==> src/rtl/pixel_out_stage.sv <==
// Saturating 8-bit pixel packer with frame tracking, output FIFO and status registers.
// Define PIXEL_OUT_STATS_EN to include the FRAME_CNT / LAST_MIN / LAST_MAX statistics.
module pixel_out_stage #(
  parameter int IN_WIDTH   = 32,
  parameter int IMG_WIDTH  = 32,
  parameter int IMG_HEIGHT = 32,
  parameter int FIFO_DEPTH = 16
) (
  input  logic                clk,
  input  logic                rst,
  input  logic                in_valid,
  input  logic [IN_WIDTH-1:0] in_pixel,
  output logic                out_valid,
  input  logic                out_ready,
  output logic [31:0]         out_data,
  output logic                out_last,
  input  logic                reg_write_en,
  input  logic [4:0]          reg_addr,
  input  logic [7:0]          reg_wdata,
  output logic [7:0]          reg_rdata
);

  localparam int AW = (FIFO_DEPTH > 1) ? $clog2(FIFO_DEPTH) : 1;
  localparam int CW = (IMG_WIDTH > 1) ? $clog2(IMG_WIDTH) : 1;
  localparam int RW = (IMG_HEIGHT > 1) ? $clog2(IMG_HEIGHT) : 1;
  localparam logic [CW-1:0] COL_LAST = CW'(IMG_WIDTH - 1);
  localparam logic [RW-1:0] ROW_LAST = RW'(IMG_HEIGHT - 1);
  localparam logic [AW:0]   CNT_FULL = (AW + 1)'(FIFO_DEPTH);

  logic            ctrl_enable;
  logic            overflow;
  logic [7:0]      drop_cnt;
  logic [1:0]      lane_cnt;
  logic [23:0]     lanes;
  logic [CW-1:0]   col;
  logic [RW-1:0]   row;
  logic [32:0]     mem [FIFO_DEPTH];
  logic [AW-1:0]   wr_ptr;
  logic [AW-1:0]   rd_ptr;
  logic [AW:0]     count;

  logic            accept;
  logic            at_frame_end;
  logic            frame_end;
  logic            word_done;
  logic            fifo_full;
  logic            fifo_empty;
  logic            pop;
  logic            push;
  logic            drop;
  logic            ctrl_wr;
  logic [7:0]      sat_pix;
  logic [31:0]     word;
  logic [7:0]      rdata_next;
  logic [7:0]      frame_cnt;
  logic [7:0]      last_min;
  logic [7:0]      last_max;
  logic            unused_wdata;

  assign unused_wdata = ^reg_wdata[7:2];

  always_comb begin
    if (in_pixel[IN_WIDTH-1])             sat_pix = '0;
    else if (|in_pixel[IN_WIDTH-2:8])     sat_pix = '1;
    else                                  sat_pix = in_pixel[7:0];
  end

  // The current pixel completes the word combinationally so it is written at the accepting edge.
  always_comb begin
    case (lane_cnt)
      2'd0:    word = {24'h0, sat_pix};
      2'd1:    word = {16'h0, sat_pix, lanes[7:0]};
      2'd2:    word = {8'h0, sat_pix, lanes[15:0]};
      default: word = {sat_pix, lanes};
    endcase
  end

  assign accept       = in_valid && ctrl_enable;
  assign at_frame_end = (col == COL_LAST) && (row == ROW_LAST);
  assign frame_end    = accept && at_frame_end;
  assign word_done    = (lane_cnt == 2'd3) || at_frame_end;
  assign fifo_full    = (count == CNT_FULL);
  assign fifo_empty   = (count == '0);
  assign pop          = !fifo_empty && out_ready;
  assign push         = accept && word_done && (!fifo_full || pop);
  assign drop         = accept && word_done && fifo_full && !pop;
  assign ctrl_wr      = reg_write_en && (reg_addr == 5'h10);

  always_comb begin
    out_valid = !fifo_empty;
    out_data  = fifo_empty ? '0 : mem[rd_ptr][31:0];
    out_last  = fifo_empty ? 1'b0 : mem[rd_ptr][32];
  end

  always_ff @(posedge clk or posedge rst) begin
    if (rst) begin
      lane_cnt <= '0;
      lanes    <= '0;
      col      <= '0;
      row      <= '0;
    end else if (accept) begin
      case (lane_cnt)
        2'd0:    lanes[7:0]   <= sat_pix;
        2'd1:    lanes[15:8]  <= sat_pix;
        2'd2:    lanes[23:16] <= sat_pix;
        default: ;
      endcase
      if (at_frame_end) begin
        lane_cnt <= '0;
        col      <= '0;
        row      <= '0;
      end else begin
        lane_cnt <= lane_cnt + 2'd1;
        if (col == COL_LAST) begin
          col <= '0;
          row <= row + RW'(1);
        end else begin
          col <= col + CW'(1);
        end
      end
    end
  end

  always_ff @(posedge clk) begin
    if (push) mem[wr_ptr] <= {frame_end, word};
  end

  always_ff @(posedge clk or posedge rst) begin
    if (rst) begin
      wr_ptr <= '0;
      rd_ptr <= '0;
      count  <= '0;
    end else begin
      if (push) wr_ptr <= wr_ptr + AW'(1);
      if (pop)  rd_ptr <= rd_ptr + AW'(1);
      case ({push, pop})
        2'b10:   count <= count + (AW + 1)'(1);
        2'b01:   count <= count - (AW + 1)'(1);
        default: ;
      endcase
    end
  end

  always_ff @(posedge clk or posedge rst) begin
    if (rst) begin
      ctrl_enable <= 1'b1;
      overflow    <= 1'b0;
      drop_cnt    <= '0;
    end else begin
      if (ctrl_wr) ctrl_enable <= reg_wdata[0];
      if (ctrl_wr && reg_wdata[1]) begin
        overflow <= 1'b0;
        drop_cnt <= '0;
      end else if (drop) begin
        overflow <= 1'b1;
        if (drop_cnt != 8'hFF) drop_cnt <= drop_cnt + 8'd1;
      end
    end
  end

`ifdef PIXEL_OUT_STATS_EN
  logic [7:0] run_min;
  logic [7:0] run_max;
  logic [7:0] min_next;
  logic [7:0] max_next;

  always_comb begin
    min_next = (sat_pix < run_min) ? sat_pix : run_min;
    max_next = (sat_pix > run_max) ? sat_pix : run_max;
  end

  always_ff @(posedge clk or posedge rst) begin
    if (rst) begin
      run_min   <= '1;
      run_max   <= '0;
      last_min  <= '0;
      last_max  <= '0;
      frame_cnt <= '0;
    end else if (accept) begin
      if (at_frame_end) begin
        last_min  <= min_next;
        last_max  <= max_next;
        frame_cnt <= frame_cnt + 8'd1;
        run_min   <= '1;
        run_max   <= '0;
      end else begin
        run_min <= min_next;
        run_max <= max_next;
      end
    end
  end
`else
  always_comb begin
    frame_cnt = '0;
    last_min  = '0;
    last_max  = '0;
  end
`endif

  always_comb begin
    case (reg_addr)
      5'h10:   rdata_next = {7'h0, ctrl_enable};
      5'h11:   rdata_next = {5'h0, fifo_full, fifo_empty, overflow};
      5'h12:   rdata_next = drop_cnt;
      5'h13:   rdata_next = frame_cnt;
      5'h14:   rdata_next = last_min;
      5'h15:   rdata_next = last_max;
      default: rdata_next = '0;
    endcase
  end

  always_ff @(posedge clk or posedge rst) begin
    if (rst) reg_rdata <= '0;
    else     reg_rdata <= rdata_next;
  end

endmodule

==> config.mk <==
export PLATFORM = sky130hd
export DESIGN_NAME = pixel_out_stage
export DESIGN_NICKNAME = d
export VERILOG_FILES = /design/src/rtl/pixel_out_stage.sv
export SDC_FILE = /design/constraint.sdc
export NUM_CORES = 1
export LEC_CHECK = 0
export BUFFER_PORTS_ARGS = -buffer_cell sky130_fd_sc_hd__buf_2
export CAP_MARGIN = 0
export CELL_PAD_IN_SITES_DETAIL_PLACEMENT = 1
export CELL_PAD_IN_SITES_GLOBAL_PLACEMENT = 1
export CORE_UTILIZATION = 54
export DETAILED_ROUTE_END_ITERATION = 10
export PLACE_DENSITY = 0.79
export SETUP_SLACK_MARGIN = 0.15
export SLEW_MARGIN = 20
export SYNTH_ARGS = -nofsm -noshare
export SYNTH_HDL_FRONTEND = slang
export SYNTH_SLANG_ARGS = --single-unit
==> constraint.sdc <==
create_clock -name clk -period 4.9 [get_ports clk]
set_input_delay 0.98 -clock clk [delete_from_list [all_inputs] [get_ports clk]]
set_output_delay 0.98 -clock clk [all_outputs]
set_load 0.02 [all_outputs]
# Word-level counts from Yosys, hierarchy flattened
# Memories as Yosys holds them, arrays and structs flattened.
# Index checks and enable logic that the tools add are counted.
# op_classes
n_addsub	8
mul	0
div_mod_pow	0
magnitude_cmp	0
eq_ne	12
n_shift	0
muxes	19
bitwise	0
n_reduce_logical	27
# ops
op	n
$pmux W32 S3	1
$mux W8	5
$mux W32	1
$eq A5 B5 Y1 const B	6
$pmux W8 S3	1
$reduce_or A23 Y1	1
$mux W5	4
$add A5 B1 Y5 const B	3
$logic_and A1 B1 Y1	10
$pmux W5 S2	1
$reduce_and A2 Y1	5
$add A4 B1 Y4 const B	2
$add A8 B1 Y8 const B	1
$ne A8 B8 Y1 const B	1
$reduce_bool A2 Y1	4
$eq A2 B2 Y1 const B	3
$logic_not A5 Y1	1
$mux W1	5
$sub A5 B1 Y5 const B	1
$eq A2 B1 Y1 const B	2
$logic_not A1 Y1	3
$add A2 B1 Y2 const B	1
$logic_not A2 Y1	1
$logic_or A1 B1 Y1	2
$mux W2	1
# totals
reg_bits	67
latch_bits	0
ramBits	528
rom_bits	0
input_bits	50
out_inout_bits	42
wordCells	80
memories	1
# mem_list
name	words	word_bits	read_ports	rd_clocked_by_memory_dff	wr	line	source
mem	16	33	1	0	1	37	logic [32:0] mem [FIFO_DEPTH];

# Longest topological paths before layout
# depth
depth_word	8
depth_mapped	12
mapped_depth_nobuf	12

# Least setup slack after synthesis
# No wires, ideal clock.
# synth_path
path_type	input to register
from	in in_valid
to	mem mem[0][0] (enable)
setup_time_ps	464
arrival_ps	4110
t_required_ps	4436
setup_slack_ps	325
stages	7
path_buffers	2
path_cell_list	nand2_1 > clkbuf_1 > nor2_1 > and2_1 > buf_2 > nand2_1 > nor3_1
# synth_between
elab_chain_len	5
# synth_lines
element	line	source
start: declaration	11	input logic in_valid,
$logic_and A1 B1 Y1	78	assign accept = in_valid && ctrl_enable;
$logic_and A1 B1 Y1 (2 in series)	85	assign push = accept && word_done && (!fifo_full || pop);
$mux W1	125	if (push) mem[wr_ptr] <= {frame_end, word};
$mux W1 (implied by the code)	125	
end: declaration	37	
# No other way between the ends.

# Worst setup path in the final report
# layout_path
from	reg rd_ptr[0]
to	out out_data[29]
# layout_between
elab_chain_len	2
# layout_lines
element	line	source
start: declaration	39	logic [AW-1:0] rd_ptr;
start signal: assignment	135	if (pop) rd_ptr <= rd_ptr + AW'(1);
$mem_v2 Z16 W33	--	
$mux W32	91	out_data = fifo_empty ? '0 : mem[rd_ptr][31:0];
end: declaration	15	output logic [31:0] out_data,
# No other way between the ends.

==> reports/qor.txt <==
Worst hold path type: in2async
Area growth, synth to finish: 14.28%
Clock power share: 0.286
Post-DP HPWL: 32140 µm
Worst EP required: 3.92 ns
CP Class: reg2out
# setup viols final: 0
Hold WS: 0.4640 ns
Syn avg cell area: 20.00 µm²
# diodes: 0
Slew Viols, Final: 0
Delay-heaviest family, CP: multiplexers
CP Data Arrival Time: 3.26 ns
Crit path max fanout: 26
Setup TNS: 0 ns
Drt pass-1 iters: 5
Mapped Nets: 1246
Syn. warnings: 0
Die Y: 210.9 µm
Net Sw Frac: 0.3062
Initial Util: 0.5473
Seq/Total Area, Yosys: 0.7437
CTS H-tree depth: 2
Max Fclk: 0.2357 GHz
Gr ovfl total: 0
Post-CTS Hold Buffers: 0
Switch Pwr: 4835 µW
Crit start category: register
CP max stage cell: dfrtp_4
Share of layout cells above drive strength 1: 0.3013
CP dominant cell by count: mux4_2
GPL Wtd Cong: 0.7868
Vias/cell: 6.294
Clock buffer depth: 3
Remaining antenna violation count: 0
Unrepaired setup endpoints after global routing: no
Min Clock Period, post-route: 4.243 ns
P_int: 10960 µW
Final WL: 57850 µm
Die ar.: 44500 µm²
Max cap viols: 0
Register area: 17540 µm²
Clk_skew: 0.02004 ns
Cell count after synthesis: 1179
First-pass GRT wire length: 85170 µm
Starting DRT DRC Count: 1227
CTS root buffer: clkbuf_16
Combinational Power Share: 0.290
Crit end category: primary output
Fill cells: 3616
DRC violation count after routing: 0
Peak VDD IR: 0.2786 mV
Netlist cell types: 45
Latest clock arrival within the worst-skew pair: 0.63 ns
Clock sink count: 595
Worst Path Buf+Inv: 2
Post-synthesis cell area: 23580 µm²
Avg WL per Cell: 29.99 µm
Final Util: 0.6255
Core area: 43080 µm²
Postcts setup bufs: 0
Die X: 210.9 µm
Status: finished clean
PostCTS Resize Cnt: 0
GRT Total Usage: 0.2696
Critical Path Max Stage Delay: 0.61 ns
Register bit count reported by yosys: 595
Nets: 1363
Largest net degree at the start of global routing: 57
Worst-path cell chain: buf_4, mux4_2, mux4_2, and2_1, buf_2
Slew margin rel.: 0.2394
CTS tree: yes
Ys async rst share: 0.1126
Cts bufs inserted: 58
Vias in the first global route: 13130
EDFF count, synth: 528
Row count: 76
Worst-path clk slew: 0.06 ns
Leak: 0.009097 µW
Power Dens Cells: 586.1 nW/µm²
Measured slew at the worst slew-check pin: 1.133 ns
Multi-input gate area: 5912 µm²
Sequential Power Share: 0.424
Top FF cell, synth: edfxtp_1
Vias: 12140
Port Buffer Count: 85
Top Ports: 92
Final hold vios: 0
Antenna violations before repair: 2
Fin crit share: 0.8659
==> cell families after synthesis <==
logic type / synth area share
muxes: 0.1622
buffers and inverters: 0.01109
DFF: 0.7437
adders and majority gates: 0.009022
AOI/OAI and AO/OA: 0.02086
and+or+nand+nor: 0.04644
xor gates and xnor gates: 0.006687
==> registers in the layout, summed over array words and instances (netlist names) <==
| name | cells |
|---|---|
| mem | 528 |
| lanes | 24 |
| drop_cnt | 8 |
| reg_rdata | 8 |
| col | 5 |
| count | 5 |
| row | 5 |
| rd_ptr | 4 |
| wr_ptr | 4 |
| lane_cnt | 2 |
| ctrl_enable | 1 |
| overflow | 1 |
==> through the flow <==
stage               total power (µW)  instances  worst slack [ns]  area, µm²
floorplan                       9875       1179            0.3255      23580
global placement               11180       1821             1.221      25000
detailed placement             11360       1821             1.096      25000
CTS                            15890       1929            0.5931      26920
global route                   16350       1929            0.5243      26940
finish                         15790       1929            0.6573      26940
==> Yosys cell counts, types with 3 or more instances <==
master	n	area share
nor4_2	3	0.0016
and3_1	4	0.0011
nand4_1	4	0.0011
nand3_1	12	0.0025
nor2_1	55	0.0088
nand2_1	80	0.013
mux2_1	5	0.0024
xor2_1	4	0.0015
a21oi_1	6	0.0013
o21ai_1	33	0.0070
mux4_2	165	0.16
buf_2	11	0.0023
o21ai_0	7	0.0015
edfxtp_1	528	0.67
ha_1	17	0.0090
nor3_1	8	0.0017
clkbuf_1	35	0.0056
mux2i_1	4	0.0017
dfrtp_1	66	0.070
and2_1	42	0.011
buf_1	14	0.0022
xnor2_1	14	0.0052
nand2b_1	3	0.00080
o31ai_1	25	0.0080
nor4_1	6	0.0016
inv_1	5	0.00080
==> routing by layer <==
metal	vias up	GRT usage	routed length [µm]
li1	5019	-	-
met3	114	0.04743	3949
met2	511	0.4460	29140
met1	6497	0.3655	23090
met5	-	0	0
met4	0	0.09420	1672
==> cell type report <==
| cell class | instances | share of cell area |
|---|---|---|
| tap | 585 | 0.02717 |
| clock inverter | 32 | 0.01291 |
| inverter | 6 | 0.0008359 |
| multi-input combinational | 518 | 0.2194 |
| sequential | 595 | 0.6511 |
| clock buffer | 76 | 0.05824 |
| timing repair buffer | 117 | 0.03028 |
==> power by group through the flow <==
stage / Clock [µW] / Sequential (µW) / Combinational [µW]
3_5_place_dp: 0 / 6800 / 4560
4_1_cts: 4570 / 6700 / 4620
5_1_grt: 4710 / 6740 / 4900
6_report: 4520 / 6700 / 4570
2_1_floorplan: 0 / 6470 / 3400
3_3_place_gp: 0 / 6780 / 4400
==> layout by cell type, fill, tap and decap left out, types with 5 or more instances in the layout <==
cell / instances
o21ai_0: 7
mux2_1: 5
mux4_2: 165
clkbuf_1: 13
clkinv_2: 13
xnor2_1: 14
and2_1: 42
nor2_4: 12
nor2_1: 42
bufinv_16: 7
edfxtp_1: 528
buf_4: 20
o21ai_2: 5
a21oi_1: 6
nand2_1: 80
ha_1: 17
clkinv_1: 8
o21ai_1: 28
clkbuf_8: 5
nand3_1: 12
dfrtp_1: 62
nor4_1: 6
clkbuf_16: 58
buf_2: 85
o31ai_1: 25
buf_12: 12
==> final timing paths <==
check	cells past startpoint	startpoint	slack, ns	to
worst max-delay path	5	rd_ptr[0]$_DFFE_PP0P_	0.66	out_data[29]
worst min-delay path	2	rst	0.46	wr_ptr[0]$_DFFE_PP0P_
worst max register to register	9	col[0]$_DFFE_PP0N_	1.28	mem[7][27]$_DFFE_PP_
worst min register to register	1	col[3]$_DFFE_PP0N_	0.48	col[3]$_DFFE_PP0N_
max in group asynchronous	3	rst	3.43	rd_ptr[0]$_DFFE_PP0P_
min in group clk	1	col[3]$_DFFE_PP0N_	0.48	col[3]$_DFFE_PP0N_
Power figures use the tool's default switching activity.
